==> config.mk <==
export PLATFORM = sky130hd
export DESIGN_NAME = matrix_residual_check
export DESIGN_NICKNAME = d
export VERILOG_FILES = /design/src/rtl/matrix_pkg.sv /design/src/rtl/resid_mac.sv /design/src/rtl/matrix_residual_check.sv
export SDC_FILE = /design/constraint.sdc
export NUM_CORES = 1
export LEC_CHECK = 0
export BUFFER_PORTS_ARGS = -buffer_cell sky130_fd_sc_hd__buf_2
export CORE_MARGIN = 5
export CORE_UTILIZATION = 50
export CTS_BUF_LIST = sky130_fd_sc_hd__clkbuf_8
export CTS_CLUSTER_DIAMETER = 80
export DETAILED_ROUTE_END_ITERATION = 6
export PLACE_DENSITY = 0.71
export SLEW_MARGIN = 15
export SYNTH_ARGS = -nofsm -noshare
export SYNTH_HDL_FRONTEND = slang
export SYNTH_HIERARCHICAL = 1
export SYNTH_SLANG_ARGS = --single-unit
==> constraint.sdc <==
create_clock -name clk -period 7.5 [get_ports clk]
set_input_delay 0.375 -clock clk [delete_from_list [all_inputs] [get_ports clk]]
set_output_delay 0.375 -clock clk [all_outputs]
set_load 0.01 [all_outputs]
==> src/rtl/matrix_pkg.sv <==
// Shared constants and types for the matrix solver and its residual checker.
package matrix_pkg;

  localparam int DATA_W = 20;

  typedef enum logic [2:0] {
    OP_GET_N  = 3'b000,
    OP_READ_Y = 3'b001,
    OP_READ_A = 3'b010,
    OP_READ_X = 3'b011,
    OP_NOP    = 3'b110
  } opcode_e;

  // S_WAIT_N is the cycle in which the GET_N response arrives and n is decided on.
  typedef enum logic [2:0] {
    S_IDLE   = 3'd0,
    S_REQ_N  = 3'd1,
    S_WAIT_N = 3'd2,
    S_REQ_Y  = 3'd3,
    S_REQ_A  = 3'd4,
    S_REQ_X  = 3'd5,
    S_CHECK  = 3'd6,
    S_DONE   = 3'd7
  } state_e;

endpackage

==> src/rtl/resid_mac.sv <==
// Residual multiply-subtract datapath: acc = y, then acc -= A*x per column.
module resid_mac #(
  parameter int DATA_W = matrix_pkg::DATA_W
) (
  input  logic              clk,
  input  logic              rst_n,
  input  logic              load_i,
  input  logic              cap_a_i,
  input  logic              sub_i,
  input  logic [DATA_W-1:0] data_i,
  output logic [DATA_W-1:0] residual_o
);

  logic [DATA_W-1:0] acc_q, acc_d;
  logic [DATA_W-1:0] a_q, a_d;
  logic [DATA_W-1:0] prod_s;

  // Products and differences wrap at DATA_W bits.
  assign prod_s     = a_q * data_i;
  assign residual_o = acc_q - prod_s;

  // Accumulator and coefficient next-state selection.
  always_comb begin
    acc_d = acc_q;
    a_d   = a_q;
    if (load_i) begin
      acc_d = data_i;
    end else if (sub_i) begin
      acc_d = residual_o;
    end else begin
      acc_d = acc_q;
    end
    if (cap_a_i) begin
      a_d = data_i;
    end else begin
      a_d = a_q;
    end
  end

  // Datapath registers.
  always_ff @(posedge clk or negedge rst_n) begin
    if (!rst_n) begin
      acc_q <= {DATA_W{1'b0}};
      a_q   <= {DATA_W{1'b0}};
    end else begin
      acc_q <= acc_d;
      a_q   <= a_d;
    end
  end

endmodule

==> src/rtl/matrix_residual_check.sv <==
// Verifies an upper-triangular solve (y = A*x) row by row via the memory command port.
// Optional feature macro RESID_MAXERR_EN: track the largest |residual| on max_err.
module matrix_residual_check #(
  parameter int DATA_W = matrix_pkg::DATA_W
) (
  input  logic              clk,
  input  logic              rst_n,
  input  logic              start,
  input  logic [DATA_W-1:0] in_data,
  output logic [2:0]        opcode,
  output logic [DATA_W-1:0] i,
  output logic [DATA_W-1:0] j,
  output logic              busy,
  output logic              done,
  output logic              pass,
  output logic [DATA_W-1:0] err_count,
  output logic [DATA_W-1:0] first_err_row,
  output logic [DATA_W-1:0] max_err
);
  import matrix_pkg::*;

  localparam logic [DATA_W-1:0] ZERO = {DATA_W{1'b0}};
  localparam logic [DATA_W-1:0] ONE  = {{(DATA_W-1){1'b0}}, 1'b1};

  state_e            state_q, state_d;
  logic [DATA_W-1:0] n_q, n_d, row_q, row_d, col_q, col_d;
  logic [2:0]        opcode_q, opcode_d, last_op_q;
  logic [DATA_W-1:0] i_q, i_d, j_q, j_d;
  logic              busy_q, busy_d, done_q, done_d, pass_q, pass_d;
  logic [DATA_W-1:0] err_q, err_d, first_q, first_d;
  logic [DATA_W-1:0] residual_s;
  logic              run_start_s, row_err_s, last_col_s, last_row_s;

  assign run_start_s = (state_q == S_IDLE) && start;
  assign last_col_s  = (col_q == (n_q - ONE));
  assign last_row_s  = (row_q == (n_q - ONE));
  assign row_err_s   = (state_q == S_CHECK) && (residual_s != ZERO);

  // State and loop counters.
  always_ff @(posedge clk or negedge rst_n) begin
    if (!rst_n) begin
      state_q <= S_IDLE;
      n_q     <= ZERO;
      row_q   <= ZERO;
      col_q   <= ZERO;
    end else begin
      state_q <= state_d;
      n_q     <= n_d;
      row_q   <= row_d;
      col_q   <= col_d;
    end
  end

  // Next-state and counter sequencing.
  always_comb begin
    state_d = state_q;
    n_d     = n_q;
    row_d   = row_q;
    col_d   = col_q;
    case (state_q)
      S_IDLE: begin
        if (start) state_d = S_REQ_N;
        else       state_d = S_IDLE;
      end
      S_REQ_N:  state_d = S_WAIT_N;
      S_WAIT_N: begin
        n_d   = in_data;
        row_d = ZERO;
        if (in_data == ZERO) state_d = S_DONE;
        else                 state_d = S_REQ_Y;
      end
      S_REQ_Y: begin
        state_d = S_REQ_A;
        col_d   = row_q;
      end
      S_REQ_A:  state_d = S_REQ_X;
      S_REQ_X: begin
        if (last_col_s) begin
          state_d = S_CHECK;
        end else begin
          state_d = S_REQ_A;
          col_d   = col_q + ONE;
        end
      end
      S_CHECK: begin
        if (last_row_s) begin
          state_d = S_DONE;
        end else begin
          state_d = S_REQ_Y;
          row_d   = row_q + ONE;
        end
      end
      S_DONE:  state_d = S_IDLE;
      default: state_d = S_IDLE;
    endcase
  end

  // Commands are decoded from the next state so they leave a register.
  always_comb begin
    opcode_d = OP_NOP;
    i_d      = ZERO;
    j_d      = ZERO;
    busy_d   = (state_d != S_IDLE);
    done_d   = (state_d == S_DONE);
    case (state_d)
      S_REQ_N: opcode_d = OP_GET_N;
      S_REQ_Y: begin
        opcode_d = OP_READ_Y;
        i_d      = row_d;
      end
      S_REQ_A: begin
        opcode_d = OP_READ_A;
        i_d      = row_d;
        j_d      = col_d;
      end
      S_REQ_X: begin
        opcode_d = OP_READ_X;
        i_d      = col_d;
      end
      default: opcode_d = OP_NOP;
    endcase
  end

  // Run result bookkeeping; results hold until the next accepted start.
  always_comb begin
    err_d   = err_q;
    first_d = first_q;
    if (run_start_s) begin
      err_d   = ZERO;
      first_d = ZERO;
    end else if (row_err_s) begin
      err_d = err_q + ONE;
      if (err_q == ZERO) first_d = row_q;
      else               first_d = first_q;
    end else begin
      err_d = err_q;
    end
    if (run_start_s)             pass_d = 1'b0;
    else if (state_d == S_DONE)  pass_d = (err_d == ZERO);
    else                         pass_d = pass_q;
  end

  // Output and result registers; last_op_q tags what in_data currently carries.
  always_ff @(posedge clk or negedge rst_n) begin
    if (!rst_n) begin
      opcode_q  <= OP_NOP;
      last_op_q <= OP_NOP;
      i_q       <= ZERO;
      j_q       <= ZERO;
      busy_q    <= 1'b0;
      done_q    <= 1'b0;
      pass_q    <= 1'b0;
      err_q     <= ZERO;
      first_q   <= ZERO;
    end else begin
      opcode_q  <= opcode_d;
      last_op_q <= opcode_q;
      i_q       <= i_d;
      j_q       <= j_d;
      busy_q    <= busy_d;
      done_q    <= done_d;
      pass_q    <= pass_d;
      err_q     <= err_d;
      first_q   <= first_d;
    end
  end

  resid_mac #(.DATA_W(DATA_W)) u_resid_mac (
    .clk        (clk),
    .rst_n      (rst_n),
    .load_i     (last_op_q == OP_READ_Y),
    .cap_a_i    (last_op_q == OP_READ_A),
    .sub_i      (last_op_q == OP_READ_X),
    .data_i     (in_data),
    .residual_o (residual_s)
  );

`ifdef RESID_MAXERR_EN
  logic [DATA_W-1:0] max_q, max_d, abs_s;

  assign abs_s = residual_s[DATA_W-1] ? (ZERO - residual_s) : residual_s;

  // Largest unsigned |residual| of the current run.
  always_comb begin
    if (run_start_s)                                max_d = ZERO;
    else if ((state_q == S_CHECK) && (abs_s > max_q)) max_d = abs_s;
    else                                            max_d = max_q;
  end

  // Max-error register.
  always_ff @(posedge clk or negedge rst_n) begin
    if (!rst_n) max_q <= ZERO;
    else        max_q <= max_d;
  end

  assign max_err = max_q;
`else
  assign max_err = ZERO;
`endif

  assign opcode        = opcode_q;
  assign i             = i_q;
  assign j             = j_q;
  assign busy          = busy_q;
  assign done          = done_q;
  assign pass          = pass_q;
  assign err_count     = err_q;
  assign first_err_row = first_q;

endmodule
==> impl_results.md, run 1 <==
* Avg Inst Size Synth at 9.09 um2
* Core ar. at 0.0345 mm2
* Top_reg_cell synth: dfrtp_1
* Hpwl dp at 39900 um
* GRT met2 Usage at 44.3%
* IO Pins at 129
* Outcome: finished, violations left
* CP Capture Point: pass$_DFFE_PN0P_
* RSZ-0062 raised after global routing: yes
* Hold Fails Final Rpt at 0
* Area grow syn2layout at 13.7%
* Crit path launch type: register
* DRC violations left at 0
* Post-synth cell types at 87
* Seq/Total Area, Yosys at 27.4%
* Antenna Cells at 0
* Post-DRT Antenna Nets at 0
* Slew Viols, Final at 0
* Flop2flop setup slack at -0.44 ns
* Setup CP Type: reg2reg
* DRT Pass-1 Iters at 5
* Worst Skew at 0.0341 ns
* GR Util All Layers at 26.7%
* First-pass GRT wire length at 82800 um
* Reg2reg end: pass$_DFFE_PN0P_
* DR iter-0 viols at 1074
* Met1 Usage GRT at 36.6%
* Post-synth ARST share at 100%
* Data required time of the worst path at 7.91 ns
* Grt met3 use at 3.74%
* Critical Path AT at 8.36 ns
* TritonCTS clock tree: yes
* Initial cell density of the core at 50.8%
* Fmax achieved at 126 MHz
* Largest net degree at the start of global routing at 122
* Share of cells above drive strength 1 at 18.7%
* Reg2reg path depth at 26
* Die area at 0.0389 mm2
* Yosys warning count at 6
* Crit Reg-Reg Startpoint: u_resid_mac/a_q[11]$_DFFE_PN0P_
* Port bufs at 108
* DIE HEIGHT at 197 um
* HP Class: in2async
* Die width at 197 um
* Via density at 5.74
* Final hold slack at 0.0433 ns
* DR WL/cell at 20.2 um
* Clock sinks at 192
* # rows at 68
* CP endpoint kind: register
* CTS Buf Count at 17
* GP Congestion at 0.949
* Crit path launch: u_resid_mac/a_q[11]$_DFFE_PN0P_
* Failing checks: negative setup slack
* Vias at 14600
* Vias in the first global route at 15100
* Min cycle time layout at 7.94 ns
* Fin nets at 2345
* Global-route congestion overflow total at 0
* Final setup fails at 1
* CTS HTree Levels at 4
* Max-Slew Margin vs Limit at 30.1%
* Max-Cap Viols at 0
* CTS root buf: clkbuf_8
* Tcrit/Tclk final at 106%
* Fillers at 3083
* Seq cells post-synth at 192
* Final setup margin at -0.440 ns
* Post-synth EDFFs at 0
* Crit Path Max Fanout at 7
* Bufs on Longest Clock Path at 2
* Clock-pin slew on the worst setup and hold paths at 0.14 ns
* Syn Inst Count at 1929
* Worst-Margin Slew at 1.05 ns
* Clk Latency, worst-skew pair at 0.48 ns
* Gr busiest metal: met2
* Initial antenna violation count at 1
* Cell area after synthesis at 0.0175 mm2
* Final Routed Wirelength at 51700 um
==> cell type report <==
class	count	area, um2	area share (%)
sequential	192	4810	24.1
timing repair buffer	258	1750	8.77
multi-input combinational	1414	11600	58.2
inverter	200	751	3.76
clock buffer	17	234	1.17
clock inverter	15	219	1.10
tap	455	569	2.85
==> cell families after synthesis <==
group	synth area share (%)
other cells	0.0214
fa+ha+maj	23.8
xor+xnor	6.41
simple gates	20.3
mux	3.86
flops	27.4
buf+inv	7.93
compound gates	10.3
==> cell usage in the layout (no fill, tap or decap), drive strengths merged, types with 15 or more instances in the layout <==
| master | synthesis | final |
|---|---|---|
| o211ai | 15 | 15 |
| a21oi | 36 | 36 |
| nor4 | 28 | 28 |
| inv | 200 | 209 |
| nor3 | 39 | 39 |
| o31ai | 18 | 18 |
| clkbuf | 100 | 18 |
| mux2i | 26 | 26 |
| conb | 1 | 20 |
| nand3 | 45 | 45 |
| xor2 | 49 | 49 |
| fa | 158 | 158 |
| dfrtp | 188 | 188 |
| ha | 81 | 81 |
| and3 | 23 | 23 |
| and2 | 105 | 105 |
| nor2 | 86 | 86 |
| nor2b | 17 | 17 |
| xnor2 | 74 | 74 |
| nand2b | 18 | 18 |
| o21ai | 67 | 67 |
| buf | 42 | 257 |
| mux2 | 37 | 37 |
| nand4 | 27 | 27 |
| nand2 | 276 | 276 |
==> through the flow <==
stage | util [%] | area (um2) | worst slack, ns | instances | setup TNS, ns
4_1_cts | 57.4 | 19800 | -0.448 | 2547 | -0.448
3_3_place_gp | 56.0 | 19300 | -0.399 | 2514 | -0.399
2_1_floorplan | - | 17700 | -0.0372 | 1948 | -0.0372
5_1_grt | 57.7 | 19900 | -0.844 | 2551 | -0.877
3_5_place_dp | 56.0 | 19300 | -0.515 | 2514 | -0.515
6_report | 57.7 | 19900 | -0.440 | 2551 | -0.440
==> layer usage <==
metal	part of all wire, %	vias up	routed length [um]
li1	-	6668	-
met1	42	7287	21700
met2	48	573	25000
met3	6.4	106	3320
met4	3.1	2	1620
met5	0.025	-	13
==> synthesized netlist by cell type (7+ instances only) <==
master	count	share of area [%]
and2_1	105	3.7
mux2_2	37	2.4
nor4_1	23	0.82
nand2b_1	18	0.64
nand2_1	275	5.9
xnor2_1	74	3.7
xor2_1	49	2.4
nor2_1	86	1.8
a21o_1	12	0.51
inv_1	200	4.3
or4_1	9	0.39
o21a_1	9	0.39
nand3_1	45	1.3
o211ai_1	15	0.64
ha_1	81	5.8
nor3b_1	7	0.30
and3_1	23	0.82
fa_1	158	18
buf_2	13	0.37
mux2i_1	26	1.5
clkbuf_1	100	2.1
dfrtp_1	188	27
o21ai_0	60	1.7
or3_1	13	0.46
buf_4	22	0.94
a31oi_1	11	0.39
o31ai_1	18	0.77
nor2b_1	17	0.61
nor3_1	39	1.1
a21oi_1	35	1.0
nand4_1	27	0.96
==> how the worst min path moves through the flow <==
stage / start / endpoint / slack (ns) / depth (start not counted)
finish: rst_n / j[4]$_DFF_PN0_ / 0.04 / 1
global route: rst_n / j[4]$_DFF_PN0_ / 0.11 / 1
CTS: rst_n / j[4]$_DFF_PN0_ / 0.06 / 1
detailed placement: opcode[0]$_DFF_PN0_ / last_op_q[0]$_DFF_PN0_ / 0.36 / 0
global placement: opcode[0]$_DFF_PN0_ / last_op_q[0]$_DFF_PN0_ / 0.36 / 0
floorplan: rst_n / busy$_DFF_PN0_ / 0.08 / 0
==> timing repair <==
action / 4_1_cts / 5_1_grt
buffers inserted: 1 / 3
hold endpoints to repair: 0 / 0
pin swaps: 2 / 0
setup endpoints to repair: 1 / 6
resized for setup: 5 / 17
hold buffers: 0 / 0
cloned: 0 / 1
==> state kept, by name, indices dropped and copies added (netlist names), 20 cells and up <==
name	cells
col_q	20
first_err_row	20
j	20
u_resid_mac/a_q	20
u_resid_mac/acc_q	20
i	20
n_q	20
row_q	20
err_count	20
==> worst max-delay path, stage by stage, from the launching register on <==
cell	delay, ns
dfrtp_1	0.54
nand2_1	0.13
fa_1	0.49
fa_1	0.51
inv_1	0.05
fa_1	0.48
inv_1	0.05
fa_1	0.45
fa_1	0.55
fa_1	0.45
fa_1	0.57
ha_4	0.22
a21o_1	0.19
a211oi_1	0.33
nor3b_2	0.27
o221ai_2	0.12
xnor2_1	0.16
nor4_1	0.21
nand3_1	0.14
buf_6	0.17
o211ai_1	0.20
xor2_1	0.21
or4b_4	0.50
a2111oi_4	0.18
nand4b_1	0.13
or4_1	0.43
mux2i_1	0.15
Power of run 1 is not shown: default switching activity piles up to over one toggle a cycle in this logic, so the estimate is an artifact.
==> run 2: changes to the inputs <==
--- a/config.mk
+++ b/config.mk
@@ -12,6 +12,7 @@
 export CTS_CLUSTER_DIAMETER = 80
 export DETAILED_ROUTE_END_ITERATION = 6
 export PLACE_DENSITY = 0.71
+export REMOVE_ABC_BUFFERS = 1
 export SLEW_MARGIN = 15
 export SYNTH_ARGS = -nofsm -noshare
 export SYNTH_HDL_FRONTEND = slang
==> run 2 against run 1 <==
Compared with the run above:
- cell count up 0.59%
- first-iteration DRC count up 7.4%
- count of clock-buffer cells in the layout unchanged
- setup slack worse by 0.094 ns
- via count down 1.3%
- core utilization up 0.39 points
- highest routed layer is now met4
- the flow still finishes with violations (negative setup slack)
- maximum frequency down 1.2%
- clock skew down 0.0013 ns
- critical endpoint unchanged
- wire length down 3.8%
- register-to-register slack worse by 0.09 ns
- sequential share of layout area down 0.14 points
==> impl_results.md, run 2 (synthesis gave the netlist of run 1 again) <==
* First-pass GRT wire length at 80500 um (was 82800 um)
* CTS Buf Count at 17 (unchanged)
* Initial antenna violation count at 1 (unchanged)
* Placed cell area at 0.0193 mm2 (about the same)
* Most frequent cells in the layout: nand2_1, inv_1, dfrtp_1, fa_1, buf_4 (unchanged)
* CTS HTree Levels at 4 (unchanged)
* Outcome: finished, violations left (unchanged)
* Worst Skew at 0.0328 ns (was 0.0341 ns)
* CTS root buf: clkbuf_8 (unchanged)
* Setup CP Type: reg2reg (unchanged)
* Fin nets at 2359 (was 2345)
* Commonest non-fill, non-tap cell in the layout: nand2_1 (unchanged)
* DRC violations left at 0 (unchanged)
* RSZ-0062 raised after global routing: yes (unchanged)
* Global-route congestion overflow total at 0 (unchanged)
* Via density at 5.63 (was 5.74)
* Data required time of the worst path at 7.91 ns (about the same)
* Largest net degree at the start of global routing at 76 (was 122)
* TritonCTS clock tree: yes (unchanged)
* DR WL/cell at 19.4 um (was 20.2 um)
* Tcrit/Tclk final at 107% (was 106%)
* GP Congestion at 0.923 (was 0.949)
* Max-Slew Margin vs Limit at 24.2% (was 30.1%)
* Slew Viols, Final at 0 (unchanged)
* Failing checks: negative setup slack (unchanged)
* CP endpoint kind: register (unchanged)
* Final setup fails at 1 (unchanged)
* Final cell count without fillers at 2566 (was 2551)
* Clk Latency, worst-skew pair at 0.50 ns (was 0.48 ns)
* Vias in the first global route at 15200 (was 15100)
* Fillers at 3037 (was 3083)
* HP Class: in2reg (was in2async)
* Final setup margin at -0.534 ns (was -0.440 ns)
* Bufs on Longest Clock Path at 2 (unchanged)
* Area grow syn2layout at 14.5% (was 13.7%)
* Worst-Margin Slew at 1.13 ns (was 1.05 ns)
* Inst Count DP at 2519 (was 2514)
* Post-DRT Antenna Nets at 0 (unchanged)
* Vias at 14400 (was 14600)
* Share of cells above drive strength 1 at 19.3% (was 18.7%)
* Port bufs at 108 (unchanged)
* Die width at 197 um (unchanged)
* Crit Path Max Fanout at 9 (was 7)
* Fmax achieved at 124 MHz (was 126 MHz)
* Hold Fails Final Rpt at 0 (unchanged)
* Hpwl dp at 38300 um (was 39900 um)
* Final hold slack at 0.235 ns (was 0.0433 ns)
* Crit path launch type: register (unchanged)
* DR iter-0 viols at 1153 (was 1074)
* Final Routed Wirelength at 49700 um (was 51700 um)
* DIE HEIGHT at 197 um (unchanged)
* Initial cell density of the core at 50.8% (unchanged)
* # rows at 68 (unchanged)
* GR Util All Layers at 25.7% (was 26.7%)
* Clock sinks at 192 (unchanged)
* Min cycle time layout at 8.03 ns (was 7.94 ns)
* DRT Pass-1 Iters at 6 (was 5)
* Critical Path AT at 8.45 ns (was 8.36 ns)
* Core ar. at 0.0345 mm2 (unchanged)
* Die area at 0.0389 mm2 (unchanged)
* Layout Cell Area excl Fill at 0.0201 mm2 (was 0.0199 mm2)
* IO Pins at 129 (unchanged)
* Clock-pin slew on the worst setup and hold paths at 0.14 ns (about the same)
* Max-Cap Viols at 0 (unchanged)
* Pre-CTS setup slack at -1.18 ns (was -0.515 ns)
-- run 2: cell types whose count changed in the layout (fill, tap and decap cells not counted), sizes merged --
cell / change
buf: +12
clkbuf: +1
clkinv: +3
clkinvlp: -1
diode: +1
dlygate4sd3: +1
inv: -2
-- run 2: metrics by stage --
step	utilization [%]	TNS, ns
after detailed placement	55.9	-1.42
after floorplan	-	-13.26
after global routing	58.1	-0.919
after CTS	57.7	-0.535
final	58.1	-0.534
after global placement	55.9	-0.911
-- run 2: worst paths after layout --
kind,end,slack (ns),cells after the start,startpoint
hold / removal,u_resid_mac/acc_q[19]$_DFFE_PN0P_,0.24,2,in_data[19]
min in group asynchronous,col_q[15]$_DFF_PN0_,0.47,2,rst_n
max in group asynchronous,u_resid_mac/a_q[12]$_DFFE_PN0P_,5.54,3,rst_n
hold reg to reg,last_op_q[2]$_DFF_PN1_,0.40,0,opcode[2]$_DFF_PN1_
setup reg to reg,pass$_DFFE_PN0P_,-0.53,26,u_resid_mac/a_q[6]$_DFFE_PN0P_
setup / recovery,pass$_DFFE_PN0P_,-0.53,26,u_resid_mac/a_q[6]$_DFFE_PN0P_
-- run 2: layout make-up --
cell class                      instances  area, um2  area share [%]
Antenna cell                            1       2.50          0.0125
Clock buffer                           17        234            1.17
Clock inverter                         15        219            1.09
Inverter                              200        751            3.74
Multi-Input combinational cell       1414      11600            57.7
Sequential cell                       192       4820            24.0
Tap cell                              455        569            2.84
Timing Repair Buffer                  272       1890            9.42
-- run 2: timing repair --
| item | CTS | global route |
|---|---|---|
| pin swaps | 16 | 15 |
| setup buffers | 8 | 5 |
| hold buffers | 1 | 0 |
| endpoints found under the hold margin | 73 | 0 |
| setup endpoints to repair | 5 | 8 |
| gates resized for setup | 23 | 19 |
-- run 2: routing by layer --
metal | global-route usage (%) | vias to the layer above | part of all wire, %
met5 | 0 | - | 0
met4 | 8.91 | 0 | 3.2
met3 | 3.27 | 107 | 5.5
met2 | 42.2 | 533 | 48
met1 | 35.5 | 7129 | 43
li1 | - | 6677 | -
-- run 2: worst max-delay path, stage by stage (launching register included) --
cell and delay [ns]:
dfrtp_2 0.52, buf_4 0.18, and2_1 0.16, fa_1 0.51, fa_2 0.57, fa_1 0.44, fa_1 0.47, ha_1 0.31
fa_1 0.48, fa_1 0.52, inv_1 0.05, ha_1 0.31, nand3_1 0.11, or3_4 0.40, o21ai_4 0.20, a21oi_2 0.08
xnor2_1 0.17, nor4_1 0.30, nand3_1 0.13, buf_6 0.16, o211ai_1 0.23, xor2_1 0.21, or4b_4 0.50, a2111oi_4 0.19
nand4b_1 0.15, or4_4 0.43, mux2i_1 0.16
Power of run 2 is left out for the same reason.
==> run 3: changes to the inputs <==
--- a/config.mk
+++ b/config.mk
@@ -11,7 +11,7 @@
 export CTS_BUF_LIST = sky130_fd_sc_hd__clkbuf_8
 export CTS_CLUSTER_DIAMETER = 80
 export DETAILED_ROUTE_END_ITERATION = 6
-export PLACE_DENSITY = 0.71
+export PLACE_DENSITY = 0.76
 export REMOVE_ABC_BUFFERS = 1
 export SLEW_MARGIN = 15
 export SYNTH_ARGS = -nofsm -noshare
==> run 3 against run 2 <==
Compared with the run above:
- the flow finishes with violations (negative hold slack, negative setup slack)
- core utilization is 0.76 points higher
- flip-flop and latch count did not move
- clock skew down 0.0017 ns
- die area unchanged
- maximum frequency fell by 1.7%
- worst hold slack lost 0.25 ns
- critical endpoint unchanged
==> impl_results.md, run 3 (synthesis gave the netlist of run 1 again) <==
* Outcome: finished, violations left (unchanged)
* Failing checks: negative hold slack, negative setup slack (was negative setup slack)
* Fin Setup TNS at -0.669 ns (was -0.534 ns)
* Worst-Margin Slew at 1.05 ns (was 1.13 ns)
* Largest net degree at the start of global routing at 120 (was 76)
* Min cycle time layout at 8.17 ns (was 8.03 ns)
* FF+latch area at 0.00482 mm2 (about the same)
* Clock-pin slew on the worst setup and hold paths at 0.13 ns (was 0.14 ns)
* IO Pins at 129 (unchanged)
* Max-Slew Margin vs Limit at 29.8% (was 24.2%)
* CTS HTree Levels at 4 (unchanged)
* Initial cell density of the core at 50.8% (unchanged)
* Vias in the first global route at 15100 (was 15200)
* RSZ-0062 raised after global routing: yes (unchanged)
* Fin nets at 2371 (was 2359)
* HP Class: in2async (was in2reg)
* Final hold slack at -0.0159 ns (was 0.235 ns)
* Critical Path AT at 8.57 ns (was 8.45 ns)
* Crit Path Max Fanout at 15 (was 9)
* DR iter-0 viols at 1328 (was 1153)
* Hpwl dp at 38400 um (was 38300 um)
* Tcrit/Tclk final at 109% (was 107%)
* Via density at 5.73 (was 5.63)
* Fillers at 2946 (was 3037)
* Multi-input gate area at 0.0118 mm2 (was 0.0116 mm2)
* Share of cells above drive strength 1 at 21.4% (was 19.3%)
* Clk Latency, worst-skew pair at 0.49 ns (was 0.50 ns)
* Die width at 197 um (unchanged)
* Initial antenna violation count at 1 (unchanged)
* Largest stage delay, worst path at 0.60 ns (was 0.57 ns)
* Clock sinks at 192 (unchanged)
* DRT Pass-1 Iters at 6 (unchanged)
* Crit path launch type: register (unchanged)
* DR WL/cell at 19.4 um (about the same)
* First-pass GRT wire length at 81100 um (was 80500 um)
* # rows at 68 (unchanged)
* Hold Buf Count CTS at 0 (was 1)
* Hold Fails Final Rpt at 14 (was 0)
* Max-Cap Viols at 0 (unchanged)
* CP endpoint kind: register (unchanged)
* DRC violations left at 0 (unchanged)
* Area grow syn2layout at 16.0% (was 14.5%)
* Fmax achieved at 122 MHz (was 124 MHz)
* Worst Skew at 0.0311 ns (was 0.0328 ns)
* Port bufs at 108 (unchanged)
* Final setup margin at -0.669 ns (was -0.534 ns)
* DIE HEIGHT at 197 um (unchanged)
* Final Routed Wirelength at 50100 um (was 49700 um)
* Most used cell along the critical path: fa_1 (unchanged)
* TritonCTS clock tree: yes (unchanged)
* Core ar. at 0.0345 mm2 (unchanged)
* Post-DRT Antenna Nets at 0 (unchanged)
* Inst Count DP at 2533 (was 2519)
* Setup CP Type: reg2reg (unchanged)
* GR Util All Layers at 25.9% (was 25.7%)
* Die area at 0.0389 mm2 (unchanged)
* Global-route congestion overflow total at 0 (unchanged)
* CTS root buf: clkbuf_8 (unchanged)
* Final cell count without fillers at 2579 (was 2566)
* Slew Viols, Final at 0 (unchanged)
* Slowest library cell on the worst path: or4_1 (was fa_2)
* Bufs on Longest Clock Path at 2 (unchanged)
* Final setup fails at 1 (unchanged)
* Vias at 14800 (was 14400)
* CTS Buf Count at 17 (unchanged)
* Most frequent cells in the layout: nand2_1, inv_1, dfrtp_1, buf_4, fa_1 (was nand2_1, inv_1, dfrtp_1, fa_1, buf_4)
* Data required time of the worst path at 7.90 ns (was 7.91 ns)
* Commonest non-fill, non-tap cell in the layout: nand2_1 (unchanged)
* GP Congestion at 0.949 (was 0.923)
run 3: per-stage QoR:
stage	utilization [%]	hold WS, ns	instance area [um2]	setup WS, ns
6_report	58.9	-0.0159	20300	-0.669
5_1_grt	58.9	0.0521	20300	-0.929
4_1_cts	58.0	0.0326	20000	-0.642
3_5_place_dp	56.3	0.383	19400	-1.06
3_3_place_gp	56.3	0.383	19400	-0.807
2_1_floorplan	-	0.0794	17000	-0.647
run 3: final cells by class:
type                    count  area share [%]
diodes                      2          0.0246
inverters                 200            3.69
clock buffers              17            1.15
multi-input cells        1414            57.8
repair buffers            284            9.82
well taps                 455            2.80
flip-flops and latches    192            23.7
clock inverters            15            1.00
run 3: critical path: cells and delay by family, from the launching register on:
| kind | cells | cell delay, ns |
|---|---|---|
| XOR/XNOR | 2 | 0.40 |
| flip-flops | 1 | 0.42 |
| AND/OR/NAND/NOR | 8 | 2.41 |
| buffers and inverters | 6 | 0.66 |
| AO/OA/AOI/OAI | 4 | 0.99 |
| multiplexers | 1 | 0.16 |
| adder cells (fa/ha/maj) | 8 | 3.04 |
run 3: layer usage:
layer	global-route usage, %	vias to the layer above	wire length, um
met5	0	-	7
met4	9.04	2	1560
met3	3.92	116	3420
met2	41.3	650	23500
met1	36.2	7306	21600
li1	-	6701	-
run 3: path summary, 6_finish.rpt:
check / startpoint / cells after the start / slack [ns] / end
worst max-delay path: u_resid_mac/a_q[3]$_DFFE_PN0P_ / 29 / -0.67 / pass$_DFFE_PN0P_
worst min-delay path: rst_n / 1 / -0.02 / j[15]$_DFF_PN0_
worst max register to register: u_resid_mac/a_q[3]$_DFFE_PN0P_ / 29 / -0.67 / pass$_DFFE_PN0P_
worst min register to register: opcode[2]$_DFF_PN1_ / 0 / 0.38 / last_op_q[2]$_DFF_PN1_
max in group asynchronous: rst_n / 2 / 5.82 / u_resid_mac/a_q[11]$_DFFE_PN0P_
min in group clk: in_data[18] / 3 / 0.28 / u_resid_mac/a_q[18]$_DFFE_PN0P_
run 3: timing repair:
action                     in CTS  in global routing
resized for setup              29                 60
buffers inserted                3                  9
pin swaps                      17                 52
cloned                          1                  0
setup endpoints to repair       5                 16
Power of run 3 is left out for the same reason.
